## config.mk

```make
export PLATFORM = sky130hd
export DESIGN_NAME = float_multi_fp16
export DESIGN_NICKNAME = d
export VERILOG_FILES = /design/src/rtl/float_multi_fp16.sv
export SDC_FILE = /design/constraint.sdc
export NUM_CORES = 1
export LEC_CHECK = 0
export CORE_MARGIN = 2
export CORE_UTILIZATION = 40
export CTS_CLUSTER_DIAMETER = 120
export DETAILED_ROUTE_END_ITERATION = 12
export PLACE_DENSITY = 0.55
export SYNTH_ARGS = -nofsm -noshare
export SYNTH_HDL_FRONTEND = slang
export SYNTH_SLANG_ARGS = --single-unit
```

## constraint.sdc

```tcl
create_clock -name clk -period 38.3 [get_ports clk]
set_input_delay 3.83 -clock clk [delete_from_list [all_inputs] [get_ports clk]]
set_output_delay 3.83 -clock clk [all_outputs]
set_load 0.01 [all_outputs]
```

## src/rtl/float_multi_fp16.sv

```systemverilog
// IEEE-754 binary16 multiplier with round-to-nearest-even and status flags.
// The result and flags are registered, so latency is one cycle and one
// operation can be issued every cycle.
// Ports:
//   clk, rst_n     rising-edge clock, synchronous active-low reset
//   valid_in       num1/num2 are valid this cycle
//   num1, num2     operands {sign, exp[4:0], frac[9:0]}, bias 15
//   valid_out      valid_in delayed by one cycle
//   result         rounded product
//   overflow       finite operands overflowed to +/-inf
//   zero           result magnitude is 0
//   nan            result is the canonical NaN 16'h7E00
//   precisionLost  nonzero bits were discarded (inexact), or overflow
module float_multi_fp16 (
  input  logic        clk,
  input  logic        rst_n,
  input  logic        valid_in,
  input  logic [15:0] num1,
  input  logic [15:0] num2,
  output logic        valid_out,
  output logic [15:0] result,
  output logic        overflow,
  output logic        zero,
  output logic        nan,
  output logic        precisionLost
);

  localparam int unsigned SIG_W  = 11;
  localparam int unsigned PROD_W = 2 * SIG_W;

  logic              sign_c;
  logic [4:0]        e1, e2;
  logic [9:0]        f1, f2;
  logic              nan1, nan2, inf1, inf2, zero1, zero2;
  logic [SIG_W-1:0]  sig1, sig2;
  logic [4:0]        ee1, ee2;
  logic [PROD_W-1:0] prod, norm, den;
  logic [4:0]        msb;
  logic signed [7:0] exp_n;
  logic [7:0]        sh;
  logic [4:0]        sh_c;
  logic [4:0]        e_field;
  logic              lost, g, r, st, up;
  logic [14:0]       mag;
  logic [15:0]       res_c;
  logic              ovf_c, zero_c, nan_c, pl_c;

  // Operand decode, significand product and rounding.
  always_comb begin
    sign_c  = num1[15] ^ num2[15];
    e1      = num1[14:10];
    e2      = num2[14:10];
    f1      = num1[9:0];
    f2      = num2[9:0];
    nan1    = (e1 == 5'd31) && (f1 != 10'd0);
    nan2    = (e2 == 5'd31) && (f2 != 10'd0);
    inf1    = (e1 == 5'd31) && (f1 == 10'd0);
    inf2    = (e2 == 5'd31) && (f2 == 10'd0);
    zero1   = (e1 == 5'd0) && (f1 == 10'd0);
    zero2   = (e2 == 5'd0) && (f2 == 10'd0);
    sig1    = {(e1 != 5'd0), f1};
    sig2    = {(e2 != 5'd0), f2};
    // Subnormals share the exponent of the smallest normal.
    ee1     = (e1 == 5'd0) ? 5'd1 : e1;
    ee2     = (e2 == 5'd0) ? 5'd1 : e2;
    prod    = PROD_W'(sig1) * PROD_W'(sig2);

    msb = 5'd0;
    for (int i = 0; i < int'(PROD_W); i++) begin
      if (prod[i]) msb = 5'(i);
    end

    // Biased exponent of the product once its leading one sits at bit 21.
    exp_n   = 8'(ee1) + 8'(ee2) + 8'(msb) - 8'd35;
    norm    = prod << (5'd21 - msb);

    sh      = 8'd0;
    sh_c    = 5'd0;
    den     = norm;
    lost    = 1'b0;
    e_field = 5'd0;
    if (exp_n < 8'sd1) begin
      // Denormalize; a shift of 22 or more clears everything into sticky.
      sh   = 8'd1 - exp_n;
      sh_c = (sh > 8'd22) ? 5'd22 : sh[4:0];
      den  = norm >> sh_c;
      lost = |(norm & ~(22'h3FFFFF << sh_c));
    end else begin
      // Hidden bit is added back below, so store exponent minus one.
      e_field = exp_n[4:0] - 5'd1;
    end

    g   = den[10];
    r   = den[9];
    st  = (|den[8:0]) | lost;
    up  = g & (r | st | den[11]);
    // Mantissa carry ripples into the exponent, including subnormal -> normal.
    mag = {e_field, 10'd0} + 15'(den[21:11]) + 15'(up);

    res_c  = {sign_c, mag};
    ovf_c  = 1'b0;
    zero_c = 1'b0;
    nan_c  = 1'b0;
    pl_c   = g | r | st;

    if (exp_n >= 8'sd31 || mag >= 15'h7C00) begin
      res_c = {sign_c, 15'h7C00};
      ovf_c = 1'b1;
      pl_c  = 1'b1;
    end else if (mag == 15'd0) begin
      zero_c = 1'b1;
    end

    // Special operands override the finite path, highest priority first.
    if (nan1 || nan2 || (inf1 && zero2) || (zero1 && inf2)) begin
      res_c  = 16'h7E00;
      ovf_c  = 1'b0;
      zero_c = 1'b0;
      nan_c  = 1'b1;
      pl_c   = 1'b0;
    end else if (inf1 || inf2) begin
      res_c  = {sign_c, 15'h7C00};
      ovf_c  = 1'b0;
      zero_c = 1'b0;
      pl_c   = 1'b0;
    end else if (zero1 || zero2) begin
      res_c  = {sign_c, 15'h0000};
      ovf_c  = 1'b0;
      zero_c = 1'b1;
      pl_c   = 1'b0;
    end
  end

  // Output registers: capture on valid_in, otherwise hold.
  always_ff @(posedge clk) begin
    if (!rst_n) begin
      valid_out     <= 1'b0;
      result        <= 16'd0;
      overflow      <= 1'b0;
      zero          <= 1'b0;
      nan           <= 1'b0;
      precisionLost <= 1'b0;
    end else begin
      valid_out <= valid_in;
      if (valid_in) begin
        result        <= res_c;
        overflow      <= ovf_c;
        zero          <= zero_c;
        nan           <= nan_c;
        precisionLost <= pl_c;
      end
    end
  end

endmodule

```

Yosys cells after proc, flatten, opt, wreduce, memory -nomap -nowiden
Cells that the tools add are included.
Operators by class
  multipliers: 1
  order comparisons: 4
  mux-type cells: 45
  bitwise operators: 9
  add/sub/neg operators: 8
  equal/unequal tests: 2
  reductions and logical operators: 25
  shifts and indexed selects: 3
Operator list (count)
  5-bit 2-to-1 mux: 24
  15-bit 2-to-1 mux: 3
  22-bit AND: 1
  11-bit by 11-bit multiplier with 22-bit output: 1
  22-bit 2-to-1 mux: 1
  22-bit NOT: 1
  22-bit OR reduction: 1
  22-bit by 5-bit left shift with 22-bit output: 1
  22-bit by 5-bit left shift with 22-bit output, first input constant: 1
  22-bit by 5-bit >> shifter with 22-bit output: 1
  10-bit zero test: 2
  10-bit nonzero test: 2
  1-bit 2-to-1 mux: 16
  16-bit 2-to-1 mux: 1
  15-bit by 1-bit adder with 15-bit output: 1
  15-bit by 11-bit adder with 15-bit output: 1
  15-bit greater-or-equal comparator, second input constant: 1
  15-bit zero test: 1
  5-bit equality test, second input constant: 2
  5-bit zero test: 2
  5-bit nonzero test: 2
  9-bit OR reduction: 1
  8-bit by 6-bit greater-or-equal comparator with 1-bit output, second input constant: 1
  8-bit by 5-bit greater-than comparator with 1-bit output, second input constant: 1
  other kinds (12): 28
Storage, ports and cells
  output and inout port bits: 21
  flip-flop bits (word level): 21
  word-level logic and storage cells: 103
  input bits: 35

Longest topological paths before layout
Gate-level depths: netlist (run 1).
  depth in word-level cells: 44
  mapped depth: 53
  mapped depth without buffers: 48

Worst setup path before layout (run 1)
No wires, ideal clock.
  path type: input to register
  start point: in num2[13]
  end point: reg zero
  data arrival time: 15.162 ns
  buffers on the path: 6
  cell stages on the path: 50
  required time: 38.199 ns
  slack: 23.037 ns
  library setup time: 0.101 ns
  cells stage by stage: nor3_1 > nand2_1 > clkbuf_1 > and2_1 > fa_1 > inv_1 > fa_1 > inv_1 > fa_1 > fa_1 > inv_1 > fa_1 > inv_1 > ha_1 > buf_2 > nand3_1 > nor2_1 > a21oi_1 > (+14 left out) > nor3b_1 > a21oi_1 > nor3_1 > a31oi_1 > nor2_1 > nand2_1 > clkbuf_1 > nor2_1 > nand2_1 > o21a_1 > a311oi_1 > a31oi_4 > or4_1 > buf_2 > o31a_4 > xnor2_1 > or4_1 > o41ai_1
On the way
  longest elaborated chain between the ends: 35
  elaborated cells between the ends (all ways): 61
  those cells by class: 8 x add/sub; 1 x mul; 4 x order compare; 1 x eq/ne; 3 x shift; 22 x mux; 6 x bitwise; 16 x reduce/logical
Ends and longest elaborated chain
  start: declaration: line 19  | input logic [15:0] num2,
  5-bit nonzero test: line 62  | sig2 = {(e2 != 5'd0), f2};
  11-bit by 11-bit multiplier with 22-bit output: line 66  | prod = PROD_W'(sig1) * PROD_W'(sig2);
  5-bit 2-to-1 mux (12 in a row): line 70  | if (prod[i]) msb = 5'(i);
  6-bit by 5-bit adder with 7-bit output: line 74  | exp_n = 8'(ee1) + 8'(ee2) + 8'(msb) - 8'd35;
  7-bit by 6-bit subtractor with 8-bit output: line 74
  1-bit by 8-bit subtractor with 8-bit output: line 84  | sh = 8'd1 - exp_n;
  8-bit by 5-bit greater-than comparator with 1-bit output: line 85  | sh_c = (sh > 8'd22) ? 5'd22 : sh[4:0];
  5-bit 2-to-1 mux: line 85
  (+8 left out)
  1-bit AND: line 96  | up = g & (r | st | den[11]);
  15-bit by 1-bit adder with 15-bit output: line 98  | mag = {e_field, 10'd0} + 15'(den[21:11]) + 15'(up);
  15-bit greater-or-equal comparator or 15-bit zero test (tied branches): line 106, 110
  1-bit logical OR or 1-bit 2-to-1 mux (tied branches): line 106, 110
  1-bit 2-to-1 mux: line 106  | if (exp_n >= 8'sd31 || mag >= 15'h7C00) begin
  1-bit 2-to-1 mux: line 126  | end else if (zero1 || zero2) begin
  1-bit 2-to-1 mux: line 121  | end else if (inf1 || inf2) begin
  1-bit 2-to-1 mux (*): line 115  | if (nan1 || nan2 || (inf1 && zero2) || (zero1 && inf2)) begin
  end signal: assignment: line 148  | zero <= zero_c;
  end: declaration: line 23  | output logic zero,
Mark *: on every way between the ends. The rest lies on a longest branch, timed or not.
A chain may end at the register's enable or synchronous reset.

Worst setup path in the final report (run 1)
  start point: in num1[14]
  end point: reg result[8]
On the way
  longest elaborated chain between the ends: 35
  elaborated cells between the ends (all ways): 59
  those cells by class: 8 x add/sub; 1 x mul; 4 x order compare; 1 x eq/ne; 3 x shift; 21 x mux; 6 x bitwise; 15 x reduce/logical
Ends and longest elaborated chain
  start: declaration: line 18  | input logic [15:0] num1,
  5-bit nonzero test: line 61  | sig1 = {(e1 != 5'd0), f1};
  11-bit by 11-bit multiplier with 22-bit output: line 66
  5-bit 2-to-1 mux (12 in a row): line 70
  6-bit by 5-bit adder with 7-bit output: line 74
  7-bit by 6-bit subtractor with 8-bit output: line 74
  1-bit by 8-bit subtractor with 8-bit output: line 84
  8-bit by 5-bit greater-than comparator with 1-bit output: line 85
  5-bit 2-to-1 mux: line 85
  (+8 left out)
  1-bit AND: line 96
  15-bit by 1-bit adder with 15-bit output: line 98
  15-bit greater-or-equal comparator: line 106
  1-bit logical OR: line 106
  15-bit 2-to-1 mux: line 106
  15-bit 2-to-1 mux: line 126
  15-bit 2-to-1 mux: line 121
  16-bit 2-to-1 mux (*): line 115
  end signal: assignment: line 146  | result <= res_c;
  end: declaration: line 21  | output logic [15:0] result,
Marks and branches as above.

==> results.md, run 1 <==
* DRT antenna net count at 0
* Slew @ Worst Pin at around 1000 ps
* Maxcap violations at 0
* Hold WC Path Type: flip-flop to flip-flop
* Clock latency on the worst-skew pair at 250 ps
* TritonRoute pass-1 iters at 6
* Final Wtd Congestion at around 1
* Port Buffer Count at 55
* Vias at between 10000 and 15000
* Final Slew Violations at 0
* Iteration-0 DRC Markers at roughly 1400
* Mapped Cells at 1428
* CP max stage delay at around 690 ps
* CTS Buffer Depth at 2
* Placed cells at roughly 1700
* Clk root buf: clkbuf_16
* XOR/XNOR Fraction of Synth Area at under 10%
* Worst-path cell with the longest stage delay: nor2_1
* Post-DP HPWL at ~29000 µm
* Post-CTS setup buffers at 0
* Ant diodes at 0
* CP Class: input port to flip-flop
* Synth Area in Compound Gates at a little under a third
* Final cell count without fillers at 1744
* Synth Net Count at 1626
* # rows at 59
* TritonCTS clock tree: done
* Worst setup SP type: input port
* Fin crit period at between 15000 and 20000 ps
* Area Overhead vs Synth at 6.96%
* Clock net sink count at 21
* Global Route Usage Sum at 26.5%
* Vias in the first global route at approximately 11000
* Share of layout cells above drive strength 1 at around 5.8%
* Seq cells post-synth at 21
* Setup Viol. Count Final at 0
* Routed WL at around 37000 µm
* CP required at between 30000 and 40000 ps
* DR WL/cell at roughly 21 µm
* IO Pins at between 50 and 60
* Sequential area share after synthesis at ~4.0%
* Synth warn at 0
* Post-synthesis adder-cell area fraction at between 20% and 30%
* Mux cell area share after synthesis at 2.47%
* Ys async rst share at 0%
* Post-synth EDFFs at 0
* RSZ-0062 raised after global routing: no
* Crit-path max FO at 22
* Synth Cell Area at 10600 µm²
* Main combinational cell family by area after synthesis: compound AO/OA/AOI/OAI gates
* Die footprint at ~28000 µm²
* First-pass GRT wire length at approximately 61000 µm
* Critical path's most frequent cell: fa_1
* CTS Buf Count at 3
* Leading register cell type out of synthesis: dfxtp_1
* H-tree levels at 1
* Starting density of the core at around two fifths
* Die width at ~170 µm
* Status: completed
* Initial antenna violation count at 0
* Fillers at between 2000 and 3000
* Slew Limit Headroom at 33.6%
* Final nets at around 1600
* Die Span Y at ~170 µm
* Layout Skew at 0 ps
* Via/cell ratio at about 6.3
* Final hold violation count at 0
* Largest net degree at the start of global routing at 33
* Fmax at 0.0565 GHz
* DRC Markers at 0
* Clock-pin slew on the worst setup and hold paths at roughly 60 ps
* Syn_area_per_cell at roughly 7.4 µm²
* Post-CTS resize count at 0
* Post-Synth Simple-Gate Area at 25.9%
* Crit path DAT at between 15000 and 20000 ps
* Crit end category: flip-flop
* Library cells used by synthesis at about 110
* Part of the cycle the worst path needs at 46.2%
* Core area at ~26000 µm²
* Final setup TNS at 0 ps
* Global route total overflow at 0
* CTS Hold Bufs at 0
==> metal layers <==
| metal | vias to the layer above | wire length, µm | GRT usage (%) |
|---|---|---|---|
| met5 | - | 0 | 0 |
| met4 | 0 | 1030 | 7.16 |
| met3 | 91 | 3310 | 3.59 |
| met2 | 609 | 16000 | 40.4 |
| met1 | 5200 | 17000 | 39.2 |
| li1 | 5137 | - | - |
==> final timing paths <==
check	end	startpoint	cells after the start	slack [ps]
setup / recovery	result[8]	num1[14]	45	20600
hold / removal	nan	nan	2	460
setup reg to reg	precisionLost	precisionLost	3	37280
hold reg to reg	nan	nan	2	460
==> critical path: cells and delay by family <==
kind                     cells  cell delay [ps]
adder cells (fa/ha/maj)     10             4230
buffers and inverters        7              960
AND/OR/NAND/NOR             19             6180
XOR/XNOR                     3             1080
AO/OA/AOI/OAI                6             1540
==> stage by stage <==
| stage | util [%] | hold slack, ps | setup slack [ps] | instance area (µm²) |
|---|---|---|---|---|
| finish | 43.4 | 463 | 20600 | 11300 |
| global route | 43.4 | 502 | 19650 | 11300 |
| CTS | 43.4 | 471 | 20780 | 11300 |
| detailed placement | 43.1 | 453 | 20560 | 11200 |
| global placement | 43.1 | 447 | 20690 | 11200 |
| floorplan | - | 483 | 23040 | 10600 |
==> sequential cells by signal, indices dropped and copies added (netlist names) <==
| name | count |
|---|---|
| nan | 1 |
| overflow | 1 |
| precisionLost | 1 |
| result | 16 |
| valid_out | 1 |
| zero | 1 |
==> cell usage in the layout (no fill, tap or decap), types with 8 or more instances in the layout <==
cell | netlist | layout
a221oi_1 | 10 | 10
o32ai_1 | 8 | 8
nand2_1 | 146 | 146
o2111ai_1 | 8 | 8
a21oi_1 | 85 | 85
xor2_1 | 13 | 13
a22oi_1 | 13 | 13
ha_1 | 78 | 78
or3_1 | 9 | 9
nand2b_1 | 17 | 17
a31oi_1 | 15 | 15
nand3_1 | 45 | 45
a32o_1 | 9 | 9
and3_1 | 19 | 19
o21ai_0 | 56 | 56
o21ai_1 | 12 | 12
inv_1 | 131 | 131
a21o_1 | 14 | 14
nor4_1 | 14 | 14
o21a_1 | 8 | 8
o211ai_1 | 24 | 24
and2_1 | 86 | 86
nor2b_1 | 15 | 15
a211oi_1 | 20 | 20
mux2i_1 | 17 | 17
o22ai_1 | 14 | 14
dfxtp_1 | 21 | 21
fa_1 | 85 | 85
o221ai_1 | 10 | 10
nor3_1 | 43 | 41
clkdlybuf4s50_1 | 0 | 55
nand4_1 | 10 | 10
xnor2_1 | 19 | 19
buf_4 | 3 | 11
nor2_1 | 96 | 96
==> cell type report <==
class                   count  area [µm²]  area share [%]
well taps                 335         419            3.71
clock inverters             1        5.00          0.0443
flip-flops and latches     21         420            3.72
clock buffers               3        75.1           0.665
multi-input cells        1183        9230            81.7
inverters                 135         508            4.50
repair buffers             66         633            5.61
==> logic make-up (layout without fill, tap and decap cells) <==
| kind of cell | after synthesis | in the layout |
|---|---|---|
| multiplexers | 24 | 24 |
| XOR/XNOR | 36 | 36 |
| AO/OA/AOI/OAI | 423 | 423 |
| AND/OR/NAND/NOR | 537 | 537 |
| buffers and inverters | 224 | 205 |
| adder cells (fa/ha/maj) | 163 | 163 |
| flip-flops | 21 | 21 |
==> cell usage after synthesis, types with 13 or more instances <==
master,instances,area share (%)
mux2i_1,17,1.6
inv_1,131,4.7
a21oi_1,85,4.0
nor2_1,96,3.4
a211oi_1,20,1.4
xor2_1,13,1.1
clkbuf_1,57,2.0
and3_1,19,1.1
nand2b_1,17,1.0
a31oi_1,15,0.89
nor2b_1,15,0.89
and2_1,86,5.1
buf_2,20,0.95
ha_1,78,9.2
xnor2_1,19,1.6
dfxtp_1,21,4.0
nand2_1,146,5.2
o22ai_1,14,0.83
nor3_1,43,2.0
fa_1,85,16
a22oi_1,13,0.92
o211ai_1,24,1.7
nand3_1,45,2.1
nor4_1,14,0.83
o21ai_0,56,2.7
a21o_1,14,1.0
Power of run 1 is left out: the tool's default activity adds up to more than one toggle a clock period on the data nets, which glitch-free logic cannot reach.
==> run 2, diff against run 1 <==
--- a/config.mk
+++ b/config.mk
@@ -9,7 +9,7 @@
 export CORE_UTILIZATION = 40
 export CTS_CLUSTER_DIAMETER = 120
 export DETAILED_ROUTE_END_ITERATION = 12
-export PLACE_DENSITY = 0.55
+export PLACE_DENSITY = 0.57
 export SYNTH_ARGS = -nofsm -noshare
 export SYNTH_HDL_FRONTEND = slang
 export SYNTH_SLANG_ARGS = --single-unit
==> constraint.sdc (replaced) <==
create_clock -name clk -period 14.8 [get_ports clk]
set_input_delay 1.48 -clock clk [delete_from_list [all_inputs] [get_ports clk]]
set_output_delay 1.48 -clock clk [all_outputs]
set_load 0.01 [all_outputs]
==> run 2 against run 1 <==
Net effect: clock skew is the same; utilization rose by 0.95 points; worst setup slack worse by 20000 ps; critical path type unchanged; critical endpoint unchanged; largest cell class unchanged.
==> results.md, run 2 (same netlist as run 1, synthesis figures left out) <==
* IO Pins at 56
* Fin crit period at about 14000 ps
* Final Wtd Congestion at ~1
* Global route total overflow at 0
* Final hold violation count at 0
* Slew Limit Headroom at between 40% and 50%
* Post-Place Cell Area at about 11000 µm²
* Pre-CTS WS at between 300 and 400 ps
* Commonest non-fill, non-tap cells in the layout: nand2_1 (143), inv_1 (131), nor2_1 (95)
* DRC Markers at 0
* Post-DP HPWL at 29600 µm
* Setup ws final at 669 ps
* Crit path DAT at 14280 ps
* Initial antenna violation count at 0
* Worst setup SP type: input port
* Iteration-0 DRC Markers at 1449
* CTS Hold Bufs at 0
* CP required at 14950 ps
* Final instance area at about 12000 µm²
* Hold WC Path Type: flip-flop to flip-flop
* Storage cell area at about 420 µm²
* CP Class: input port to flip-flop
* Slew @ Worst Pin at ~840 ps
* Area Overhead vs Synth at 9.31%
* Status: completed
* Vias in the first global route at 10800
* Core area at around 26000 µm²
* H-tree levels at 1
* Worst-path cell with the longest stage delay: nor3_2
* Vias at between 10000 and 15000
* Crit-path max FO at 11
* Ant diodes at 0
* Final Slew Violations at 0
* Setup Viol. Count Final at 0
* # rows at 59
* Layout Skew at 0 ps
* Critical path's most frequent cell: fa_1
* Die footprint at 27700 µm²
* Fmax at between 0.07 and 0.08 GHz
* DR WL/cell at 21.1 µm
* Routed WL at 37200 µm
* Starting density of the core at about 41%
* DRT antenna net count at 0
* Most common cell after layout, fill and taps aside: nand2_1
* Final nets at 1632
* CTS Buffer Depth at 2
* Multi-input logic area at slightly above 9000 µm²
* Maxcap violations at 0
* Register name with the most flops: result
* Die Span Y at 166 µm
* TritonRoute pass-1 iters at 8
* Clock net sink count at 21
* TritonCTS clock tree: done
* Die width at approximately 170 µm
* CP max stage delay at slightly below 700 ps
* Final setup TNS at 0 ps
* Clock latency on the worst-skew pair at 250 ps
* CTS Buf Count at 3
* Port Buffer Count at 55
* Clock-pin slew on the worst setup and hold paths at ~60 ps
* Global Route Usage Sum at 26.0%
* Post-CTS resize count at 0
* Post-CTS setup buffers at 0
* Fillers at approximately 2700
* Share of layout cells above drive strength 1 at slightly above 8%
* Via/cell ratio at roughly 6.3
* Largest net degree at the start of global routing at 23
* First-pass GRT wire length at between 50000 and 60000 µm
* Crit end category: flip-flop
* Max reg flops at 16
* Part of the cycle the worst path needs at between 90% and 100%
* Clk root buf: clkbuf_16
==> run 2: changes by cell type in the layout (fill, tap and decap cells not counted), sizes merged <==
cell and delta:
buf +24
==> run 2: final timing paths <==
path,to,depth (start not counted),slack (ps),from
max,result[8],45,670,num2[13]
min,result[7],1,470,result[7]
max reg2reg,precisionLost,3,13760,precisionLost
min reg2reg,result[7],1,470,result[7]
==> run 2: layer usage <==
metal | vias up | track usage, % | share of wire [%]
li1 | 5177 | - | -
met1 | 5274 | 39.4 | 47
met2 | 607 | 38.9 | 42
met3 | 107 | 3.66 | 8.9
met4 | 0 | 6.22 | 2.5
met5 | - | 0 | 0
==> run 2: metrics by stage <==
step / utilization [%] / std cells / hold WS (ps)
finish: 44.4 / 1768 / 470
global route: 44.4 / 1768 / 489
CTS: 44.1 / 1768 / 473
detailed placement: 43.8 / 1764 / 454
global placement: 43.8 / 1764 / 447
floorplan: - / 1428 / 483
==> run 2: critical path: cells and delay by family <==
kind                       cells  cell delay, ps
AOI/OAI and AO/OA             11            2600
adders and majority gates     11            4820
buffers and inverters          7             820
muxes                          1             380
and+or+nand+nor               15            4120
==> run 2: area by class of cell <==
| class | instances | share of cell area (%) |
|---|---|---|
| clock inverter | 1 | 0.0434 |
| tap | 335 | 3.63 |
| clock buffer | 3 | 0.651 |
| timing repair buffer | 90 | 7.05 |
| inverter | 135 | 4.40 |
| sequential | 21 | 3.64 |
| multi-input combinational | 1183 | 80.6 |
Power of run 2 is left out for the same reason.
